## config.mk

```make
export PLATFORM = sky130hd
export DESIGN_NAME = du_ex_skid_reg_way0
export DESIGN_NICKNAME = d
export VERILOG_FILES = /design/src/rtl/b8_pkg.sv /design/src/rtl/skid_buffer.sv /design/src/rtl/du_ex_skid_reg_way0.sv
export SDC_FILE = /design/constraint.sdc
export NUM_CORES = 1
export LEC_CHECK = 0
export BUFFER_PORTS_ARGS = -buffer_cell sky130_fd_sc_hd__clkbuf_2
export CORE_ASPECT_RATIO = 1.5
export CORE_UTILIZATION = 40
export CTS_CLUSTER_SIZE = 24
export DETAILED_ROUTE_END_ITERATION = 12
export HOLD_SLACK_MARGIN = 0.02
export RECOVER_POWER = 50
export SLEW_MARGIN = 20
export SYNTH_ARGS = -nofsm -noshare
export SYNTH_HDL_FRONTEND = slang
export SYNTH_SLANG_ARGS = --single-unit
```

## constraint.sdc

```tcl
create_clock -name clk -period 2.45 [get_ports clk]
set_input_delay 0.1225 -clock clk [delete_from_list [all_inputs] [get_ports clk]]
set_output_delay 0.1225 -clock clk [all_outputs]
set_load 0.05 [all_outputs]
```

## src/rtl/b8_pkg.sv

```systemverilog
// Shared definitions for the way0 decode->execute register: payload bundle,
// widths, skid-buffer state encoding and a few RV64 opcode constants.
package b8_pkg;

  localparam int XLEN    = 64;
  localparam int IADDR_W = 32;
  localparam int PID_W   = 2;

  localparam logic [6:0] OPC_LOAD   = 7'b0000011;
  localparam logic [6:0] OPC_OP_IMM = 7'b0010011;
  localparam logic [6:0] OPC_STORE  = 7'b0100011;
  localparam logic [6:0] OPC_OP     = 7'b0110011;
  localparam logic [6:0] OPC_BRANCH = 7'b1100011;

  typedef enum logic [1:0] {
    SB_EMPTY = 2'b00,
    SB_ONE   = 2'b01,
    SB_FULL  = 2'b11
  } sb_state_e;

  typedef struct packed {
    logic [4:0]         rdAddr;
    logic               rdWriteEnable;
    logic [IADDR_W-1:0] instAddr;
    logic [XLEN-1:0]    rs1ReadData;
    logic [XLEN-1:0]    rs2ReadData;
    logic [XLEN-1:0]    imm;
    logic [6:0]         opCode;
    logic [2:0]         funct3;
    logic [6:0]         funct7;
    logic [5:0]         shamt;
    logic [PID_W-1:0]   pID;
  } du_bundle_t;

endpackage

```

## src/rtl/skid_buffer.sv

```systemverilog
// Two-entry skid buffer with registered ready: main entry drives the output,
// skid entry absorbs the one bundle that arrives while the consumer stalls.
module skid_buffer
  import b8_pkg::*;
#(
  parameter type T = logic [7:0]
) (
  input  logic clk,
  input  logic rst,
  input  logic flush_i,
  input  logic valid_i,
  output logic ready_o,
  input  T     data_i,
  output logic valid_o,
  input  logic ready_i,
  output T     data_o,
  output logic mainValid_o,
  output logic skidValid_o
);

  sb_state_e stateQ, stateD;
  logic      readyQ, readyD;
  T          mainQ, mainD;
  T          skidQ, skidD;
  logic      accept, deliver;

  assign accept  = valid_i & readyQ;
  assign deliver = (stateQ != SB_EMPTY) & ready_i;

  always_comb begin
    stateD = stateQ;
    mainD  = mainQ;
    skidD  = skidQ;
    unique case (stateQ)
      SB_EMPTY: begin
        if (accept) begin
          stateD = SB_ONE;
          mainD  = data_i;
        end
      end
      SB_ONE: begin
        if (accept && deliver) begin
          mainD = data_i;
        end else if (accept) begin
          skidD  = data_i;
          stateD = SB_FULL;
        end else if (deliver) begin
          stateD = SB_EMPTY;
        end
      end
      SB_FULL: begin
        if (deliver) begin
          mainD  = skidQ;
          stateD = SB_ONE;
        end
      end
      default: stateD = SB_EMPTY;
    endcase
    // Flush wins over any handshake seen in the same cycle.
    if (flush_i) stateD = SB_EMPTY;
    readyD = (stateD != SB_FULL);
  end

  always_ff @(posedge clk or negedge rst) begin
    if (!rst) begin
      stateQ <= SB_EMPTY;
      readyQ <= 1'b1;
      mainQ  <= '0;
      skidQ  <= '0;
    end else begin
      stateQ <= stateD;
      readyQ <= readyD;
      mainQ  <= mainD;
      skidQ  <= skidD;
    end
  end

  assign ready_o     = readyQ;
  assign valid_o     = (stateQ != SB_EMPTY);
  assign data_o      = mainQ;
  assign mainValid_o = (stateQ != SB_EMPTY);
  assign skidValid_o = (stateQ == SB_FULL);

endmodule

```

## src/rtl/du_ex_skid_reg_way0.sv

```systemverilog
// Way0 decode->execute pipeline register: packs the decoded fields into a
// bundle, buffers it in a two-entry skid buffer and reports occupancy.
module du_ex_skid_reg_way0
  import b8_pkg::*;
#(
  parameter int XLEN_P    = XLEN,
  parameter int IADDR_W_P = IADDR_W,
  parameter int PID_W_P   = PID_W
) (
  input  logic                 clk,
  input  logic                 rst,
  input  logic                 flush_i,
  input  logic                 valid_i,
  output logic                 ready_o,
  input  logic [4:0]           rdAddr_i,
  input  logic                 rdWriteEnable_i,
  input  logic [IADDR_W_P-1:0] instAddr_i,
  input  logic [XLEN_P-1:0]    rs1ReadData_i,
  input  logic [XLEN_P-1:0]    rs2ReadData_i,
  input  logic [XLEN_P-1:0]    imm_i,
  input  logic [6:0]           opCode_i,
  input  logic [2:0]           funct3_i,
  input  logic [6:0]           funct7_i,
  input  logic [5:0]           shamt_i,
  input  logic [PID_W_P-1:0]   pID_i,
  output logic [4:0]           rdAddr_o,
  output logic                 rdWriteEnable_o,
  output logic [IADDR_W_P-1:0] instAddr_o,
  output logic [XLEN_P-1:0]    rs1ReadData_o,
  output logic [XLEN_P-1:0]    rs2ReadData_o,
  output logic [XLEN_P-1:0]    imm_o,
  output logic [6:0]           opCode_o,
  output logic [2:0]           funct3_o,
  output logic [6:0]           funct7_o,
  output logic [5:0]           shamt_o,
  output logic [PID_W_P-1:0]   pID_o,
  output logic                 valid_o,
  input  logic                 ready_i,
  output logic [1:0]           occupancy_o
);

  du_bundle_t inBundle, outBundle;
  logic       mainValid, skidValid;

  assign inBundle = '{
    rdAddr:        rdAddr_i,
    rdWriteEnable: rdWriteEnable_i,
    instAddr:      instAddr_i,
    rs1ReadData:   rs1ReadData_i,
    rs2ReadData:   rs2ReadData_i,
    imm:           imm_i,
    opCode:        opCode_i,
    funct3:        funct3_i,
    funct7:        funct7_i,
    shamt:         shamt_i,
    pID:           pID_i
  };

  skid_buffer #(.T(du_bundle_t)) u_skid (
    .clk         (clk),
    .rst         (rst),
    .flush_i     (flush_i),
    .valid_i     (valid_i),
    .ready_o     (ready_o),
    .data_i      (inBundle),
    .valid_o     (valid_o),
    .ready_i     (ready_i),
    .data_o      (outBundle),
    .mainValid_o (mainValid),
    .skidValid_o (skidValid)
  );

  assign rdAddr_o        = outBundle.rdAddr;
  assign rdWriteEnable_o = outBundle.rdWriteEnable;
  assign instAddr_o      = outBundle.instAddr;
  assign rs1ReadData_o   = outBundle.rs1ReadData;
  assign rs2ReadData_o   = outBundle.rs2ReadData;
  assign imm_o           = outBundle.imm;
  assign opCode_o        = outBundle.opCode;
  assign funct3_o        = outBundle.funct3;
  assign funct7_o        = outBundle.funct7;
  assign shamt_o         = outBundle.shamt;
  assign pID_o           = outBundle.pID;

  // Both valid bits are flops, so this sum changes only with the state.
  assign occupancy_o = {1'b0, mainValid} + {1'b0, skidValid};

  apSkidImpliesMain: assert property (@(posedge clk) disable iff (!rst)
    skidValid |-> mainValid);
  apNotReadyFull: assert property (@(posedge clk) disable iff (!rst)
    !ready_o |-> (occupancy_o == 2'd2));

endmodule

```

-- Yosys cells after proc, flatten, opt, wreduce, memory -nomap -nowiden
Cells that the tools add are included.
W data, S select, Z words.
- bits in registers: 513
- bits of input ports: 260
- logic and storage cells: 51
- add/subtract/negate cells: 1
- equal/unequal tests: 6
- mux-type cells: 11
- bitwise logic cells: 3
- reductions and logical operators: 6
- operators with widths (cell ; number):
    $mux W255 ; 3
    $pmux W255 S3 ; 1
    $mux W2 ; 6
    $ne A2 B1 Y1 const B ; 3
    $pmux W2 S3 ; 1
    $reduce_and A4 Y1 ; 1
    $reduce_and A3 Y1 ; 1
    $reduce_bool A3 Y1 ; 1
    $add A1 B1 Y2 ; 1
    $and A1 B1 Y1 ; 2
    $eq A2 B1 Y1 const B ; 1
    $eq A2 B2 Y1 const B ; 1
    $logic_not A2 Y1 ; 1
    $ne A2 B2 Y1 const B ; 1
    $reduce_bool A2 Y1 ; 1
    $logic_and A1 B1 Y1 ; 1
    $not A1 Y1 ; 1

-- Logic depth before layout (Yosys ltp)
Gate-level depths: netlist of run 1.
- word-level depth: 8
- gate-level depth with buffers: 8
- mapped depth without buffers: 6

-- Cells and area by module
Synthesis of run 1 repeated with hierarchy kept, for this count alone.
- cell total of the unflattened synthesis: 1378
- area, all modules: 22367.7 µm²
- modules (own cells, without submodules) (module ; instances ; cells an instance ; area an instance (µm²) ; sequential area each (µm²)):
    skid_buffer ; 1 ; 1377 ; 22355.2 ; 12838.6
    du_ex_skid_reg_way0 ; 1 ; 1 ; 12.5 ; 0.0

-- Least setup slack after synthesis of run 1
No wires, ideal clock.
- path type: reg2reg
- start: register u_skid.stateQ[0]
- end: register u_skid.skidQ[0] (netlist bit)
- setup time: 125 ps
- data arrival time: 1823 ps
- path slack: 502 ps
- cell stages (with the launch flop): 8
- buffers on the path: 2
- clock period less this slack: 1948 ps
- cells stage by stage: dfrtp_1 > inv_1 > ha_1 > nand2b_1 > nand3_1 > clkbuf_1 > buf_2 > mux2_2
- cells in the longest elaborated chain, start to end: 5
- elaborated cells between the ends (all ways): 6
- classes of those cells: eq/ne (1); bitwise (2); reduce/logical (3)
- ends and longest elaborated chain (element ; line ; source):
    from (decl) ; skid_buffer.sv:21 ; sb_state_e stateQ, stateD;
    from (signal assigned) ; skid_buffer.sv:71 ; stateQ <= stateD;
    $reduce_bool A2 Y1 ; skid_buffer.sv:28 ; assign deliver = (stateQ != SB_EMPTY) & ready_i;
    $and A1 B1 Y1 ; skid_buffer.sv:28 ;
    $logic_and A1 B1 Y1 ; skid_buffer.sv:42 ; if (accept && deliver) begin
    $not A1 Y1 (no line) ; -- ;
    $reduce_and A3 Y1 (no line) (*) ; -- ;
    to (signal assigned) ; skid_buffer.sv:74 ; skidQ <= skidD;
    to (decl) ; skid_buffer.sv:24 ; T skidQ, skidD;
Mark *: on every way between the ends. The rest lies on a longest branch, timed or not.
A chain may end at the register's enable or synchronous reset.

-- Worst setup path after layout of run 1
- start: register u_skid.stateQ[0]
- end: register u_skid.mainQ, in the netlist u_skid.data_o[53]
- cells in the longest elaborated chain, start to end: 5
- elaborated cells between the ends (all ways): 12
- classes of those cells: eq/ne (5); mux (1); bitwise (1); reduce/logical (5)
- ends and longest elaborated chain (element ; line ; source):
    $reduce_bool A2 Y1 ; skid_buffer.sv:28 ;
    $and A1 B1 Y1 ; skid_buffer.sv:28 ;
    $logic_and A1 B1 Y1 ; skid_buffer.sv:42 ;
    $ne A2 B1 Y1 (no line) ; -- ;
    $reduce_and A4 Y1 (no line) ; -- ;
    to (signal assigned) ; skid_buffer.sv:73 ; mainQ <= mainD;
    to (decl) ; skid_buffer.sv:23 ; T mainQ, mainD;
Several ways; a longest one is shown, not always the timed one.

==> results of run 1 <==
logic make-up after synthesis:
group	count (synthesis)
flip-flops	513
buffers and inverters	117
adder cells (fa/ha/maj)	5
AND/OR/NAND/NOR	263
multiplexers	510
AO/OA/AOI/OAI	265
metal layers:
layer,vias to the layer above,global-route usage (%)
li1,7396,-
met5,-,0
met2,463,35.8
met4,0,9.66
met1,7720,23.5
met3,137,4.74
power by group through the flow:
stage | registers, mW | clock network (mW) | logic, mW
floorplan | 19.1 | 0 | 4.39
global placement | 14.0 | 0 | 12.9
detailed placement | 14.2 | 0 | 13.2
CTS | 14.1 | 8.15 | 13.5
global route | 14.5 | 8.49 | 14.0
finish | 14.1 | 7.93 | 13.2
how the worst max path moves through the flow:
stage	startpoint	endpoint	slack (ns)	cells after the start
after floorplan	u_skid.stateQ[0]	u_skid.skidQ[0]	0.50	7
after global placement	u_skid.stateQ[0]	u_skid.skidQ[75]	0.21	7
after detailed placement	u_skid.stateQ[0]	u_skid.data_o[53]	0.04	8
after CTS	u_skid.stateQ[0]	u_skid.data_o[182]	0.05	8
after global routing	u_skid.stateQ[0]	u_skid.data_o[182]	0.005	8
final	u_skid.stateQ[0]	u_skid.data_o[53]	0.16	8
layout by cell type, fill, tap and decap left out, types with 2 or more instances in the layout:
| cell | instances |
|---|---|
| a21oi_1 | 256 |
| and2_1 | 2 |
| buf_12 | 23 |
| buf_16 | 2 |
| buf_4 | 20 |
| bufinv_16 | 5 |
| clkbuf_1 | 141 |
| clkbuf_16 | 51 |
| clkbuf_2 | 397 |
| clkbuf_8 | 9 |
| clkinv_2 | 12 |
| dfrtp_1 | 510 |
| dfrtp_2 | 2 |
| diode_2 | 3 |
| dlygate4sd3_1 | 258 |
| ha_1 | 4 |
| inv_1 | 4 |
| mux2_2 | 255 |
| mux2i_1 | 255 |
| nor2_1 | 255 |
critical path, stage by stage, from the launching register on:
cell and delay [ns]:
dfrtp_2 0.44, inv_1 0.08, ha_1 0.26, nand2b_2 0.26, o32ai_4 0.39, buf_12 0.26, buf_12 0.25, nor2_1 0.07
a21oi_1 0.14
registers in the layout (all words and copies together), names as in the netlist:
signal,flops
u_skid.data_o,255
u_skid.ready_o,1
u_skid.skidQ,255
u_skid.stateQ,2
per-stage QoR:
stage,hold slack (ns),worst slack [ns]
after CTS,0.0727,0.0476
final,0.121,0.161
after global routing,0.137,0.00495
after floorplan,-0.173,0.502
after global placement,0.112,0.213
after detailed placement,0.121,0.0421
cell type report:
cell class | instances | area, sq um | share of cell area, %
timing repair buffer | 834 | 5750 | 19.8
inverter | 4 | 15.0 | 0.0517
clock inverter | 21 | 246 | 0.849
multi-input combinational | 1043 | 7890 | 27.2
tap | 682 | 853 | 2.94
sequential | 513 | 12800 | 44.2
clock buffer | 68 | 1430 | 4.93
antenna | 3 | 7.51 | 0.0259
repair_timing:
| item | CTS | global route |
|---|---|---|
| hold buffers | 258 | 0 |
| endpoints found under the setup margin | 0 | 157 |
| hold endpoints to repair | 913 | 0 |
| resized for setup | 0 | 5 |
==> results.md, run 1 <==
- Pin count of the biggest net entering global routing: 80
- Failing checks: capacitance limit, slew limit
- Post-route DRC: 0
- Kind of end point of the critical path: register
- Share of total power in the clock network: 22.5%
- Synth Flop Type: dfrtp_1
- Peak supply drop: 0.000975 V
- Layout Skew: 0.0198 ns
- Clock Latency Late Sink: 0.59 ns
- Routed via count: 15700
- Setup Total Neg Slack: 0 ns
- Vias in the first global route: 16700
- Routability cong.: 0.814
- Die area: 54100 sq um
- Sw Share: 40.9%
- Reg-to-Reg Start: u_skid.stateQ[0]
- Top post-synthesis cells by count: dfrtp_1, a21oi_1, mux2_2, mux2i_1, nor2_1
- Final core occ: 55.2%
- DR iter-0 viols: 479
- Fillers: 4566
- Number of synthesized flops with an enable pin: 0
- Sequential-to-total area share from yosys stat: 60.4%
- Longest Clk Path Bufs: 3
- Hold path start: valid_i
- DR top layer: met4
- Met1 Wirelength: 21800 um
- Synth cell types: 28
- Global-route wire length before repair: 88400 um
- Sw Pwr: 14.4 mW
- RSZ-0062 raised after global routing: no
- Main combinational cell family by area after synthesis: multiplexers
- Hpwl dp: 38300 um
- Share of layout cells above drive strength 1: 31.7%
- Initial Util: 40.4%
- Die Y: 284 um
- Pre-Repair DR Iteration Count: 4
- Final setup violation count: 0
- Total CTS buffers: 49
- CTS tree: built
- CP arrival: 2.80 ns
- Port-buffer cells: 518
- Syn avg cell area: 12.7 sq um
- Worst Max-Slew Pin Slew: 1.89 ns
- Achievable Freq: 437 MHz
- Total grt overflow: 0
- CP max FO: 49
- WP data required: 2.96 ns
- Root Buffer: clkbuf_16
- Synth Area in Compound Gates: 6.37%
- Post-Place Cells: 2818
- Worst Reg2Reg Path Length in Cells: 8
- Die width: 190 um
- Fin cells: 3168
- Status: finished with violations
- Internal power: 20.8 mW
- Initial antenna violation count: 3
- Synthesis-to-layout area growth: 36.5%
- Final instance area: 29000 sq um
- Share of the synthesized area in the top cell type: 60.2%
- ANT nets after route: 0
- WL met3: 3240 um
- Simple-gate portion of the synthesized area: 4.72%
- Final Hold Viols: 0
- Fin nets: 2710
- Cells after synthesis: 1673
- Post-Syn Area: 21300 sq um
- Ys Warns: 0
- Synth Area in Adders: 0.294%
- RR Endpoint: u_skid.data_o[53]
- Seq pwr share: 40.0%
- Fin crit period: 2.29 ns
- Pwr Density: 1220 nW/um^2
- Clk pin slew, worst setup/hold paths: 0.06 ns
- Rows: 103
- Hold endpoint: u_skid.stateQ[1]
- R2R Setup Slk: 0.16 ns
- Worst Hold Depth: 4
- Mux share of post-synthesis cell area: 25.5%
- Most common cell in the synthesized netlist: dfrtp_1
- CP startpoint kind: register
- Vias per cell: 4.96
- CTS H-Tree Depth: 2
- Area of the core: 52600 sq um
- Crit share post-route: 93.4%
- Routed length per instance: 17.6 um
- GRT Util Overall: 20.5%
- Post-CTS setup buffers: 0
- Total count of max-transition violations in the final report: 50
- Met2 WL: 28100 um
- HP Class: input port to register
- Worst slew margin: -26.3%
- Leak Pwr: 12.4 nW
- Logic pwr share: 37.5%
- Drt total wl: 55800 um
- # IOs: 519
- Top cells by area, synth: dfrtp_1, mux2_2, mux2i_1
- Design Power: 35.3 mW
- Max-Cap Viols: 1
- CP Class: register to register
- Sink Count: 513
- FFs w/ async S/R, synth: 100%
- #FFs+latches synth: 513
- Syn_nets: 1938
- Yosys top cell by area: dfrtp_1
- Post-DP Area: 25000 sq um
- Post-Synth XOR/XNOR Area: 0%
Power figures use the tool's default switching activity.
==> run 2, diff against run 1 <==
==> constraint.sdc (replaced) <==
create_clock -name clk -period 2.45 [get_ports clk]
set_input_delay 0.245 -clock clk [delete_from_list [all_inputs] [get_ports clk]]
set_output_delay 0.245 -clock clk [all_outputs]
set_load 0.05 [all_outputs]
==> run 2 against run 1 <==
  * The flow still finishes with violations (capacitance limit, slew limit)
  * Final cell count about the same
  * Critical path depth unchanged
  * First-iteration DRC count increased by 12%
  * Largest cell class unchanged
  * Sequential share of layout area about the same
  * Via count increased by 0.13%
  * Critical endpoint is now u_skid.data_o[108]
  * Total power about the same
  * Setup slack got worse by 0.022 ns
==> results.md, run 2 (synthesis gave the netlist of run 1 again) <==
- Vias per cell: 4.97 (+0.20%)
- Max-Cap Viols: 1 (unchanged)
- Drt total wl: 56300 um (+1.0%)
- Rows: 103 (unchanged)
- Vias in the first global route: 16700 (-0.048%)
- Share of layout cells above drive strength 1: 31.5% (-0.12 points)
- Area of the multi-input gates: 7880 sq um (about the same)
- Area of the core: 52600 sq um (unchanged)
- Die width: 190 um (unchanged)
- Fin cells: 3166 (-0.063%)
- GR met2 Demand/Resource: 35.5% (-0.23 points)
- Gr busiest metal: met2
- Routed length per instance: 17.8 um (+1.1%)
- Pin count of the biggest net entering global routing: 76 (-5.0%)
- Crit share post-route: 94.3% (+0.91 points)
- DR iter-0 viols: 538 (+12%)
- Routing usage on met3: 4.84% (+0.099 points)
- R2R Setup Slk: 0.14 ns (-0.02 ns)
- Achievable Freq: 433 MHz (-0.96%)
- Final worst setup slack: 0.139 ns (-0.0223 ns)
- ANT nets after route: 0 (unchanged)
- Post-route DRC: 0 (unchanged)
- CP Class: register to register
- Final setup violation count: 0 (unchanged)
- Routed via count: 15700 (+0.13%)
- Clock Latency Late Sink: 0.58 ns (about the same)
- Worst Reg2Reg Path Length in Cells: 8 (unchanged)
- Layout Skew: 0.0150 ns (-0.00484 ns)
- Sink Count: 513 (unchanged)
- Routability cong.: 0.803 (-1.3%)
- Crit path to: u_skid.data_o[108]
- Setup Total Neg Slack: 0 ns (unchanged)
- Longest Clk Path Bufs: 3 (unchanged)
- Synthesis-to-layout area growth: 36.6% (about the same)
- CTS H-Tree Depth: 2 (unchanged)
- Root Buffer: clkbuf_16
- CP arrival: 2.81 ns (about the same)
- Die Y: 284 um (unchanged)
- Pwr Density: 1210 nW/um^2 (about the same)
- Post-Place Cells: 2809 (-0.32%)
- GRT Util Overall: 20.3% (-0.20 points)
- Worst Max-Slew Pin Slew: 1.84 ns (-0.0560 ns)
- Final Hold Viols: 0 (unchanged)
- Total CTS buffers: 51 (+4.1%)
- Initial antenna violation count: 4 (+1)
- Post-DP Area: 24900 sq um (-0.17%)
- Reg-to-Reg Start: u_skid.stateQ[0]
- Sequential Area: 12800 sq um (unchanged)
- RR Endpoint: u_skid.data_o[108]
- Fin nets: 2706 (-0.15%)
- CP startpoint: u_skid.stateQ[0]
- CP max FO: 46 (-6.1%)
- Port-buffer cells: 518 (unchanged)
- CP startpoint kind: register
- HP Class: input port to register
- Met1 Resource Use GR: 22.9% (-0.63 points)
- Kind of end point of the critical path: register
- Peak supply drop: 0.000724 V (-26%)
- CTS tree: built
- Design Power: 35.3 mW (about the same)
- Final instance area: 29000 sq um (about the same)
- Global-route wire length before repair: 87500 um (-0.94%)
- Fillers: 4507 (-1.3%)
- Commonest non-fill, non-tap cell in the layout: dfrtp_1
- Pre-Repair DR Iteration Count: 4 (unchanged)
- # IOs: 519 (unchanged)
- Hpwl dp: 37800 um (-1.2%)
- Total grt overflow: 0 (unchanged)
- RSZ-0062 raised after global routing: no
- Pre-CTS setup slack: 0.114 ns (+0.0722 ns)
- Fin crit period: 2.31 ns (+0.0223 ns)
- WP data required: 2.95 ns (about the same)
- Leak Pwr: 12.4 nW (about the same)
- Clk pin slew, worst setup/hold paths: 0.06 ns (about the same)
- Die area: 54100 sq um (unchanged)
- Status: finished with violations
- Failing checks: capacitance limit, slew limit
- Total count of max-transition violations in the final report: 65 (+30%)
- Worst slew margin: -22.5% (+3.7 points)
- Initial Util: 40.4% (unchanged)
- Most frequent cells in the layout: dfrtp_1, clkbuf_2, dlygate4sd3_1, a21oi_1
run 2: cell count changes in the layout (fill, tap and decap cells not counted), sizes merged:
cell,delta
bufinv,-4
clkinv,-5
inv,-1
clkbuf,+7
buf,+1
diode,+1
dlygate4sd3,-1
run 2: what timing repair did:
action / 4_1_cts / 5_1_grt
hold endpoints to repair: 562 / 0
hold buffers: 257 / 0
buffers inserted: 0 / 1
resized for setup: 0 / 4
endpoints found under the setup margin: 0 / 69
run 2: power breakdown:
group | internal (mW) | leakage, nW | switching (mW)
registers | 12.1 | 5.92 | 1.95
clock network | 4.52 | 0.828 | 3.27
logic | 4.18 | 5.70 | 9.21
run 2: area by class of cell:
| class | instances | area share [%] |
|---|---|---|
| Sequential cell | 513 | 44.2 |
| Inverter | 4 | 0.0517 |
| Antenna cell | 4 | 0.0345 |
| Timing Repair Buffer | 828 | 19.9 |
| Tap cell | 682 | 2.94 |
| Multi-Input combinational cell | 1043 | 27.1 |
| Clock inverter | 11 | 0.306 |
| Clock buffer | 81 | 5.44 |
run 2: worst min path at each step:
stage	from	end	slack, ns	cells past startpoint
after floorplan	rst	u_skid.data_o[0]	-0.05	0
after global placement	rst	u_skid.skidQ[177]	0.29	1
after detailed placement	rst	u_skid.skidQ[174]	0.28	1
after CTS	ready_i	u_skid.ready_o	0.06	5
after global routing	ready_i	u_skid.ready_o	0.10	5
final	ready_i	u_skid.ready_o	0.11	5
run 2: critical path, stage by stage, from the launching register on:
cell      delay, ns
dfrtp_2        0.43
inv_1          0.08
ha_1           0.26
nand2b_1       0.28
o32ai_4        0.43
buf_12         0.23
buf_12         0.23
nor2_1         0.08
a21oi_1        0.15
run 2: stage by stage:
stage	hold slack, ns	utilization (%)
3_3_place_gp	0.285	47.4
3_5_place_dp	0.284	47.4
6_report	0.109	55.2
2_1_floorplan	-0.0506	-
4_1_cts	0.0605	55.4
5_1_grt	0.103	55.2
run 2: per-layer routing:
metal / up-vias / share of wire [%]
met3: 135 / 6.0
met2: 455 / 51
met4: 0 / 4.7
met1: 7778 / 38
li1: 7369 / -
met5: - / 0
==> run 3, diff against run 2 <==
GPL_ROUTABILITY_DRIVEN = 0   (was not set)
SYNTH_HIERARCHICAL = 1   (was not set)
==> run 3 against run 2 <==
  * The flow still finishes with violations (capacitance limit, slew limit)
  * Global-route usage shrank 0.50 points
  * Synthesized area rose by 5.2%
  * Largest power group unchanged
  * First-iteration DRC count down 42%
  * Design area up 3.2%
  * Register-to-register slack better by 0.18 ns
  * Critical path type is now register to primary output
  * Largest cell class unchanged
==> results.md, run 3 <==
- Rows: 105 (+1.9%)
- Leak Pwr: 13.3 nW (+7.0%)
- Ys Warns: 6 (+6)
- Fillers: 4662 (+3.4%)
- Routed via count: 14400 (-8.4%)
- Number of synthesized flops with an enable pin: 0 (unchanged)
- GRT Util Overall: 19.8% (-0.50 points)
- Worst slew margin: -22.7% (-0.15 points)
- CTS H-Tree Depth: 2 (unchanged)
- Cells after synthesis: 1378 (-18%)
- RSZ-0062 raised after global routing: no
- Share of layout cells above drive strength 1: 57.6% (+26 points)
- Setup Total Neg Slack: 0 ns (unchanged)
- R2R Setup Slk: 0.32 ns (+0.18 ns)
- Final instance area: 30000 sq um (+3.2%)
- Clk pin slew, worst setup/hold paths: 0.06 ns (about the same)
- Fin crit period: 2.34 ns (+0.0251 ns)
- Total count of max-transition violations in the final report: 58 (-11%)
- Layout Skew: 0.0188 ns (+0.00383 ns)
- Status: finished with violations
- Commonest non-fill, non-tap cell in the layout: mux2_2
- Sequential-to-total area share from yosys stat: 57.4% (-3.0 points)
- Pwr Density: 873 nW/um^2 (-28%)
- Worst Reg2Reg Path Length in Cells: 5 (-3)
- # IOs: 519 (unchanged)
- Area of the core: 54900 sq um (+4.4%)
- Achievable Freq: 428 MHz (-1.1%)
- Post-Syn Area: 22400 sq um (+5.2%)
- Syn avg cell area: 16.2 sq um (+28%)
- CP max FO: 36 (-22%)
- Pin count of the biggest net entering global routing: 66 (-13%)
- Max-Cap Viols: 1 (unchanged)
- Worst Path Buf+Inv: 3 (unchanged)
- FFs w/ async S/R, synth: 100% (unchanged)
- Die area: 56900 sq um (+5.1%)
- Top post-synthesis cells by count: mux2_2, dfrtp_1, buf_6
- Die Y: 292 um (+2.5%)
- CP max-delay cell: dfrtp_1
- CP Class: register to primary output
- Largest stage delay, worst path: 0.47 ns (+0.04 ns)
- Peak supply drop: 0.000737 V (+1.8%)
- Fin cells: 2924 (-7.6%)
- Total CTS buffers: 50 (-2.0%)
- CTS tree: built
- Failing checks: capacitance limit, slew limit
- WP data required: 2.20 ns (-0.75 ns)
- Port-buffer cells: 518 (unchanged)
- Worst Max-Slew Pin Slew: 1.84 ns (+0.00227 ns)
- Vias in the first global route: 16100 (-3.0%)
- HP Class: input port to register
- Synth cell types: 19 (-32%)
- Final worst setup slack: 0.114 ns (-0.0251 ns)
- CP startpoint kind: register
- #FFs+latches synth: 513 (unchanged)
- Post-route DRC: 0 (unchanged)
- Final setup violation count: 0 (unchanged)
- Sink Count: 513 (unchanged)
- Clock Latency Late Sink: 0.58 ns (about the same)
- Post-DP Area: 25900 sq um (+3.8%)
- Synthesis-to-layout area growth: 34.0%
- Fin nets: 2445 (-9.6%)
- Hold endpoint: u_skid/ready_o
- Hold path start: ready_i
- RR Endpoint: u_skid/data_o[184]
- Hold slack: 0.130 ns (+0.0215 ns)
- Final Hold Viols: 0 (unchanged)
- Worst Hold Depth: 3 (-2)
- Most frequent cells in the layout: mux2_2, dfrtp_1, clkbuf_2, dlygate4sd3_1, clkbuf_1
- Reg-to-Reg Start: u_skid/stateQ[1]
- Vias per cell: 4.93 (-0.85%)
- Crit-path cells: nand2_8, buf_12, inv_1, ha_1, clkbuf_4
- Post-Place Cells: 2569 (-8.5%)
- Global-route wire length before repair: 89600 um (+2.3%)
- Initial antenna violation count: 4 (unchanged)
- Total grt overflow: 0 (unchanged)
- Initial Util: 40.7% (+0.28 points)
- Drt total wl: 55900 um (-0.66%)
- Longest Clk Path Bufs: 3 (unchanged)
- Root Buffer: clkbuf_16
- Pre-CTS setup slack: 0.330 ns (+0.216 ns)
- Pre-Repair DR Iteration Count: 4 (unchanged)
- Routed length per instance: 19.1 um (+7.6%)
- ANT nets after route: 0 (unchanged)
- Crit share post-route: 95.4% (+1.0 points)
- Syn_nets: 1639 (-15%)
- DR iter-0 viols: 312 (-42%)
- Design Power: 26.2 mW (-26%)
- Synth Flop Type: dfrtp_1
- Top cells by area, synth: dfrtp_1, mux2_2, buf_6
- CP arrival: 2.09 ns (-0.72 ns)
- Most common cell in the synthesized netlist: mux2_2
- Hpwl dp: 39000 um (+3.0%)
- Yosys top cell by area: dfrtp_1
- Kind of end point of the critical path: primary output
- Share of the synthesized area in the top cell type: 57.3% (-3.0 points)
- Family with the most delay on the worst path: buffers and inverters
- Final core occ: 54.6% (-0.66 points)
- Die width: 195 um (+2.5%)
-- run 3: cells by family after synthesis --
group / share of synthesized area, %
AO/OA/AOI/OAI: 0.140
adder cells (fa/ha/maj): 0.0559
flip-flops: 57.4
AND/OR/NAND/NOR: 0.179
buffers and inverters: 3.71
multiplexers: 38.5
-- run 3: cell type report --
type                    count  area, sq um  share of cell area [%]
multi-input cells         777         8720                    29.1
inverters                   3         11.3                  0.0376
flip-flops and latches    513        12800                    42.8
clock buffers              74         1530                    5.09
diodes                      4         10.0                  0.0334
repair buffers            839         5790                    19.3
clock inverters            19          208                   0.693
well taps                 695          870                    2.90
-- run 3: power breakdown --
part	total, mW	switching, mW	internal, mW
Combinational	6.83	4.28	2.55
Clock	8.07	3.33	4.74
Sequential	11.3	0.937	10.3
Total	26.2	8.55	17.6
-- run 3: worst max-delay path by stage --
stage	from	endpoint	slack, ns	depth (start not counted)
3_5_place_dp	u_skid/stateQ[1]	u_skid/data_o[184]	0.33	5
6_report	u_skid/stateQ[0]	occupancy_o[0]	0.11	5
4_1_cts	u_skid/stateQ[0]	occupancy_o[0]	0.05	5
2_1_floorplan	u_skid/ready_o	u_skid/skidQ[201]	0.64	5
5_1_grt	rst	u_skid/skidQ[232]	0.009	4
3_3_place_gp	u_skid/stateQ[1]	u_skid/data_o[198]	0.37	5
-- run 3: worst reg2reg max path, stage by stage (launching register included) --
cell and delay, ns:
dfrtp_1 0.46, or2_1 0.33, a21oi_4 0.21, buf_12 0.30
buf_4 0.33, mux2_2 0.37
-- run 3: repair_timing --
item,in CTS,in global routing
buffers inserted,0,0
gates resized for setup,1,0
hold buffers,258,0
setup endpoints to repair,1,0
endpoints found under the hold margin,477,0
-- run 3: layer usage --
metal	routed length [um]	global-route usage (%)	part of all wire, %
met5	0	0	0
met4	2380	8.80	4.3
met3	3390	4.92	6.1
met2	28300	34.4	51
met1	21900	23.0	39
